## src/rtl/spi_eeprom_pkg.sv

```systemverilog
// spi_eeprom_pkg: opcodes, transfer lengths, command layout and FSM
// encoding shared by the EEPROM sequencer and its arbiter.
package spi_eeprom_pkg;

    localparam logic [7:0] OP_READ  = 8'h03;
    localparam logic [7:0] OP_WRITE = 8'h02;
    localparam logic [7:0] OP_WREN  = 8'h06;
    localparam logic [7:0] OP_RDSR  = 8'h05;

    localparam logic [1:0] NB_WREN = 2'd0;
    localparam logic [1:0] NB_RDSR = 2'd1;
    localparam logic [1:0] NB_READ = 2'd2;
    localparam logic [1:0] NB_WRIT = 2'd2;

    localparam int CMD_B0_LSB = 24;
    localparam int CMD_B1_LSB = 16;
    localparam int CMD_B2_LSB = 8;
    localparam int CMD_NB_LSB = 0;

    typedef enum logic [3:0] {
        S_IDLE,
        S_RD_CMD,
        S_RD_WAIT,
        S_WREN_CMD,
        S_WREN_WAIT,
        S_WR_CMD,
        S_WR_WAIT,
        S_POLL_CMD,
        S_POLL_WAIT,
        S_POLL_GAP,
        S_DONE
    } state_e;

    function automatic logic [31:0] mk_cmd(
        input logic [7:0] b0,
        input logic [7:0] b1,
        input logic [7:0] b2,
        input logic [1:0] m1
    );
        return (32'(b0) << CMD_B0_LSB) | (32'(b1) << CMD_B1_LSB)
             | (32'(b2) << CMD_B2_LSB) | (32'(m1) << CMD_NB_LSB);
    endfunction

endpackage

```

## src/rtl/spi_rr_arb2.sv

```systemverilog
// spi_rr_arb2: two-way round-robin arbiter; after each completed
// operation priority moves to the requester that was not served.
module spi_rr_arb2
    import spi_eeprom_pkg::*;
(
    input  logic clk,
    input  logic rst,
    input  logic req_a,
    input  logic req_b,
    input  logic advance,
    input  logic owner_b,
    output logic grant_a,
    output logic grant_b
);

    logic prio_b_q;
    logic prio_b_d;

    // next priority: hand it to the requester that just lost out
    always_comb begin
        prio_b_d = prio_b_q;
        if (advance) prio_b_d = ~owner_b;
    end

    // priority register, A after reset
    always_ff @(posedge clk or posedge rst) begin
        if (rst) prio_b_q <= 1'b0;
        else     prio_b_q <= prio_b_d;
    end

    // grant the sole requester, or the priority holder on contention
    always_comb begin
        grant_a = req_a && (!req_b || !prio_b_q);
        grant_b = req_b && (!req_a ||  prio_b_q);
    end

endmodule

```

## src/rtl/spi_eeprom_sequencer.sv

```systemverilog
// spi_eeprom_sequencer: turns byte read/write requests from two requesters
// into M25AA010A READ / WREN+WRITE+RDSR-poll sequences on the SPI engine.
module spi_eeprom_sequencer
    import spi_eeprom_pkg::*;
#(
    parameter int POLL_MAX = 1000,
    parameter int POLL_GAP = 8
) (
    input  logic        clk,
    input  logic        rst,
    input  logic        req_a,
    input  logic        req_b,
    input  logic        we_a,
    input  logic        we_b,
    input  logic [6:0]  addr_a,
    input  logic [6:0]  addr_b,
    input  logic [7:0]  wdata_a,
    input  logic [7:0]  wdata_b,
    output logic        ack_a,
    output logic        ack_b,
    output logic        err_a,
    output logic        err_b,
    output logic [7:0]  rdata,
    output logic        busy,
    output logic [31:0] spi_cmd,
    output logic        spi_start,
    input  logic        spi_ack,
    input  logic [7:0]  spi_rdata
);

    localparam int PW = $clog2(POLL_MAX + 1);
    localparam int GW = $clog2(POLL_GAP + 1);

    state_e         state_q, state_d;
    logic           owner_q, owner_d;
    logic           we_q, we_d;
    logic [6:0]     addr_q, addr_d;
    logic [7:0]     wdata_q, wdata_d;
    logic [7:0]     rdata_q, rdata_d;
    logic           err_q, err_d;
    logic [PW-1:0]  poll_q, poll_d;
    logic [GW-1:0]  gap_q, gap_d;
    logic           grant_a, grant_b;
    logic           advance;

    spi_rr_arb2 u_arb (
        .clk     (clk),
        .rst     (rst),
        .req_a   (req_a),
        .req_b   (req_b),
        .advance (advance),
        .owner_b (owner_q),
        .grant_a (grant_a),
        .grant_b (grant_b)
    );

    // sequencer next state, SPI command issue and completion pulses
    always_comb begin
        state_d   = state_q;
        owner_d   = owner_q;
        we_d      = we_q;
        addr_d    = addr_q;
        wdata_d   = wdata_q;
        rdata_d   = rdata_q;
        err_d     = err_q;
        poll_d    = poll_q;
        gap_d     = gap_q;
        spi_cmd   = 32'h0;
        spi_start = 1'b0;
        ack_a     = 1'b0;
        ack_b     = 1'b0;
        err_a     = 1'b0;
        err_b     = 1'b0;
        advance   = 1'b0;
        unique case (state_q)
            S_IDLE: begin
                if (grant_a || grant_b) begin
                    owner_d = grant_b;
                    we_d    = grant_b ? we_b : we_a;
                    addr_d  = grant_b ? addr_b : addr_a;
                    wdata_d = grant_b ? wdata_b : wdata_a;
                    err_d   = 1'b0;
                    state_d = (grant_b ? we_b : we_a) ? S_WREN_CMD : S_RD_CMD;
                end
            end
            S_RD_CMD: begin
                spi_cmd   = mk_cmd(OP_READ, {1'b0, addr_q}, 8'h00, NB_READ);
                spi_start = 1'b1;
                state_d   = S_RD_WAIT;
            end
            S_RD_WAIT: begin
                if (spi_ack) begin
                    rdata_d = spi_rdata;
                    state_d = S_DONE;
                end
            end
            S_WREN_CMD: begin
                spi_cmd   = mk_cmd(OP_WREN, 8'h00, 8'h00, NB_WREN);
                spi_start = 1'b1;
                state_d   = S_WREN_WAIT;
            end
            S_WREN_WAIT: begin
                if (spi_ack) state_d = S_WR_CMD;
            end
            S_WR_CMD: begin
                spi_cmd   = mk_cmd(OP_WRITE, {1'b0, addr_q}, wdata_q, NB_WRIT);
                spi_start = 1'b1;
                state_d   = S_WR_WAIT;
            end
            S_WR_WAIT: begin
                if (spi_ack) begin
                    poll_d  = '0;
                    state_d = S_POLL_CMD;
                end
            end
            S_POLL_CMD: begin
                spi_cmd   = mk_cmd(OP_RDSR, 8'h00, 8'h00, NB_RDSR);
                spi_start = 1'b1;
                state_d   = S_POLL_WAIT;
            end
            S_POLL_WAIT: begin
                if (spi_ack) begin
                    poll_d = poll_q + PW'(1);
                    if (!spi_rdata[0]) begin
                        state_d = S_DONE;
                    end else if (poll_q + PW'(1) == PW'(POLL_MAX)) begin
                        err_d   = 1'b1;
                        state_d = S_DONE;
                    end else begin
                        gap_d   = '0;
                        state_d = S_POLL_GAP;
                    end
                end
            end
            S_POLL_GAP: begin
                if (gap_q == GW'(POLL_GAP - 1)) state_d = S_POLL_CMD;
                else                            gap_d   = gap_q + GW'(1);
            end
            S_DONE: begin
                ack_a   = !owner_q && !err_q;
                ack_b   =  owner_q && !err_q;
                err_a   = !owner_q &&  err_q;
                err_b   =  owner_q &&  err_q;
                advance = 1'b1;
                state_d = S_IDLE;
            end
            default: state_d = S_IDLE;
        endcase
    end

    // state and request-context registers
    always_ff @(posedge clk or posedge rst) begin
        if (rst) begin
            state_q <= S_IDLE;
            owner_q <= 1'b0;
            we_q    <= 1'b0;
            addr_q  <= '0;
            wdata_q <= '0;
            rdata_q <= '0;
            err_q   <= 1'b0;
            poll_q  <= '0;
            gap_q   <= '0;
        end else begin
            state_q <= state_d;
            owner_q <= owner_d;
            we_q    <= we_d;
            addr_q  <= addr_d;
            wdata_q <= wdata_d;
            rdata_q <= rdata_d;
            err_q   <= err_d;
            poll_q  <= poll_d;
            gap_q   <= gap_d;
        end
    end

    // read data and activity flag straight from the registers
    always_comb begin
        rdata = rdata_q;
        busy  = (state_q != S_IDLE);
    end

endmodule
```

## config.mk

```make
export PLATFORM = sky130hd
export DESIGN_NAME = spi_eeprom_sequencer
export DESIGN_NICKNAME = d
export VERILOG_FILES = /design/src/rtl/spi_eeprom_pkg.sv /design/src/rtl/spi_rr_arb2.sv /design/src/rtl/spi_eeprom_sequencer.sv
export SDC_FILE = /design/constraint.sdc
export NUM_CORES = 1
export LEC_CHECK = 0
export ABC_AREA = 1
export ABC_CLOCK_PERIOD_IN_PS = 1460
export CORE_MARGIN = 2
export CORE_UTILIZATION = 42
export DETAILED_ROUTE_END_ITERATION = 10
export HOLD_SLACK_MARGIN = 0.03
export PLACE_DENSITY = 0.83
export SLEW_MARGIN = 20
export SYNTH_ARGS = -nofsm -noshare
export SYNTH_HDL_FRONTEND = slang
export SYNTH_SLANG_ARGS = --single-unit
export TNS_END_PERCENT = 100
```

## constraint.sdc

```tcl
create_clock -name clk -period 1.46 [get_ports clk]
set_input_delay 0.292 -clock clk [delete_from_list [all_inputs] [get_ports clk]]
set_output_delay 0.292 -clock clk [all_outputs]
set_load 0.02 [all_outputs]
```

==> results <==
==> critical path, stage by stage (launching register included) <==
cell	delay, ns
sky130_fd_sc_hd__dfrtp_1	0.42
sky130_fd_sc_hd__inv_2	0.09
sky130_fd_sc_hd__nor2_2	0.16
sky130_fd_sc_hd__inv_2	0.09
sky130_fd_sc_hd__nor2_4	0.17
sky130_fd_sc_hd__inv_6	0.10
sky130_fd_sc_hd__nor2_2	0.12
sky130_fd_sc_hd__buf_4	0.16
==> final timing paths <==
check | slack (ns) | end | depth (start not counted)
worst max-delay path | -0.48 | spi_cmd[8] | 7
worst min-delay path | 0.37 | wdata_q[6] | 3
worst max register to register | -0.36 | state_q[1] | 13
worst min register to register | 0.52 | rdata[3] | 1
max in group asynchronous | 0.86 | gap_q[2] | 3
min in group clk | 0.52 | rdata[3] | 1
==> power by group <==
part | leakage [nW] | internal, mW | switching (mW) | total, mW
Clock | 0.0479 | 0.336 | 0.506 | 0.841
Combinational | 1.73 | 2.78 | 3.54 | 6.32
Sequential | 0.555 | 1.77 | 0.476 | 2.25
Total | 2.33 | 4.89 | 4.52 | 9.41
==> cell usage after synthesis, drive strengths merged (3+ instances only) <==
cell     n
o21ai   27
dfrtp   44
nand2   82
nor2    43
nor3     5
o211ai  16
inv     66
nand4    4
a21oi    7
xor2     3
clkbuf   4
o22ai    3
buf     16
nand3   18
mux2     7
==> state kept, by name, summed over array words and instances (netlist names) <==
register and cells:
u_arb.prio_b_q 1, state_q 4, gap_q 4, err_q 1, addr_q 7, owner_q 1, poll_q 10, wdata_q 8
rdata 8
==> cells by family after synthesis <==
logic type / Yosys count / share of synthesized area
adders and majority gates: 2 / 0.00922
xor gates and xnor gates: 3 / 0.00968
buffers and inverters: 87 / 0.140
muxes: 8 / 0.0327
and+or+nand+nor: 153 / 0.270
other: 1 / 0.00138
DFF: 44 / 0.406
AOI/OAI and AO/OA: 56 / 0.131
==> final cells by class <==
type | count | area [um2] | area share
multi-input cells | 234 | 1870 | 0.380
repair inverters | 1 | 8.76 | 0.00178
repair buffers | 151 | 1480 | 0.301
clock buffers | 5 | 68.8 | 0.0140
clock inverters | 3 | 18.8 | 0.00381
flip-flops and latches | 44 | 1100 | 0.224
inverters | 67 | 274 | 0.0556
well taps | 77 | 96.3 | 0.0196
==> metrics by stage <==
stage               setup TNS [ns]  utilization
global route                -23.86        0.780
CTS                         -13.51        0.737
detailed placement          -19.71        0.647
global placement            -17.56        0.647
floorplan                    -1.00            -
finish                      -21.31        0.780
==> metal layers <==
layer | track usage | vias up | part of all wire
met2 | 0.538 | 276 | 0.51
met3 | 0.0659 | 97 | 0.080
met4 | 0.163 | 0 | 0.082
met1 | 0.300 | 1614 | 0.32
li1 | - | 1405 | -
met5 | 0 | - | 0
==> timing repair <==
item,4_1_cts,5_1_grt
cloned,4,0
setup endpoints to repair,77,69
hold buffers,0,0
resized for setup,241,86
pin swaps,15,26
setup buffers,16,9
==> impl_metrics.py <==
metrics = {
    "status": {
        "result_of_the_run": "complete, but fails checks",
        "violated_checks": "setup timing",
    },
    "sta": {
        "grt_setup_unrepaired": "true",
        "finalHoldViolCount": 0,
        "final-max-slew-violation-count": 0,
        "setup-violations-final": 69,
        "worst_slack_on_hold_paths_ns": 0.366,
        "fin_worst_skew_ns": 0.0184,
        "layout_setup_ws_ns": -0.480,
        "clock.fmax_mhz": 516,
        "final.period_utilization": 1.33,
        "timing.final.crit_period_ns": 1.94,
    },
    "logic_synthesis": {
        "postSynthCellCount": 354,
        "netlist-cell-type-count": 36,
        "yosysTopAreaCellShare": 0.406,
        "syn-mean-instance-area_um2": 7.67,
        "synth_sequential_area_ratio": 0.406,
        "synthArstFlopShare": 1.00,
        "synth_edf_count": 0,
        "dominantRegCellSynth": "sky130_fd_sc_hd__dfrtp_1",
        "netlist_area_um2": 2710,
        "synth_top_cell_by_area": "sky130_fd_sc_hd__dfrtp_1",
        "synth_seq_cells": 44,
        "yosysWarnings": 0,
        "synth.top_cells.by_area": "sky130_fd_sc_hd__dfrtp_1 (41%), sky130_fd_sc_hd__nand2_1 (10%), sky130_fd_sc_hd__inv_1 (8.4%), sky130_fd_sc_hd__nor2_1 (4.8%), sky130_fd_sc_hd__o211ai_1 (4.4%)",
    },
    "layout": {
        "finalInstanceArea_um2": 4920,
        "antennaDiodeCount": 0,
        "filler_cell_count": 312,
        "area.growth.synth_to_final_pct": 81.5,
        "layoutNonFillerInstCount": 582,
        "layout.nets": 551,
        "drive_above_1_share": 0.483,
        "final_common_cell": "sky130_fd_sc_hd__inv_1",
        "most_frequent_cells_in_the_layout": "sky130_fd_sc_hd__inv_1 (52), sky130_fd_sc_hd__nand2_1 (49), sky130_fd_sc_hd__buf_4 (48)",
    },
    "clock_tree": {
        "tritoncts_clock_tree": "built",
        "clock-root-buffer": "sky130_fd_sc_hd__clkbuf_8",
        "clk_latency_ns": 0.32,
        "number_of_clock_sinks_seen_by_cts": 44,
        "clockBufferDepth": 2,
        "cts_inserted_buffers": 5,
        "cts_clock_pin_slew_for_the_worst_setup_and_hold_paths_ns": 0.10,
        "number_of_levels_the_h_tree_was_split_into": 2,
    },
    "global_route": {
        "grt_usage": 0.291,
        "globalRouteOverflowTotal": 0,
        "grt_max_degree": 45,
        "antenna_found_initial": 0,
        "grt_pass1_vias": 3359,
        "grt_pass1_wl_um": 16200,
    },
    "setup_path": {
        "critPathLaunch": "state_q[2]",
        "timing.critical_path.fanout_max": 8,
        "required_ns": 1.17,
        "worstPathArrival_ns": 1.65,
        "endpoint_kind": "output port",
        "timing.critical_path.from_type": "flip-flop",
        "r2r-start": "state_q[0]",
        "timing.setup.critical_path_class": "flip-flop to output port",
    },
    "hold_path": {
        "worst_hold_path_type": "input port to asynchronous set/reset pin",
    },
    "power": {
        "power_per_cell_area_nw_per_um2": 1910,
        "p_leak_nw": 2.33,
        "totalPowerFinal_mw": 9.41,
        "vdd_ir_drop_max_mv": 1.33,
    },
    "flow_run": {
        "max-cap-violations": 0,
    },
    "place": {
        "port_buffers": 78,
        "gp_congestion": 0.860,
        "dpl.cell_count": 552,
        "post-place-ws_ns": -0.553,
        "sum_of_net_half_perimeters_after_detailed_placement_um": 5450,
        "placedInstanceArea_um2": 4080,
    },
    "die": {
        "design.die.area_um2": 7120,
        "std_cell_rows": 29,
        "pin_count": 91,
        "start_util": 0.430,
        "chipHeight_um": 84.4,
        "coreArea_um2": 6310,
        "die-width_um": 84.4,
    },
    "route": {
        "first_pass_iters": 5,
        "drt_first_iter_violations": 240,
        "routed_wirelength_um": 12500,
        "drt-vias-per-instance": 5.83,
        "vias": 3392,
        "drc": 0,
        "antenna_violating_nets_remaining": 0,
        "post_drt_wl_per_cell_um": 21.4,
    },
}
Power figures use the tool's default switching activity.
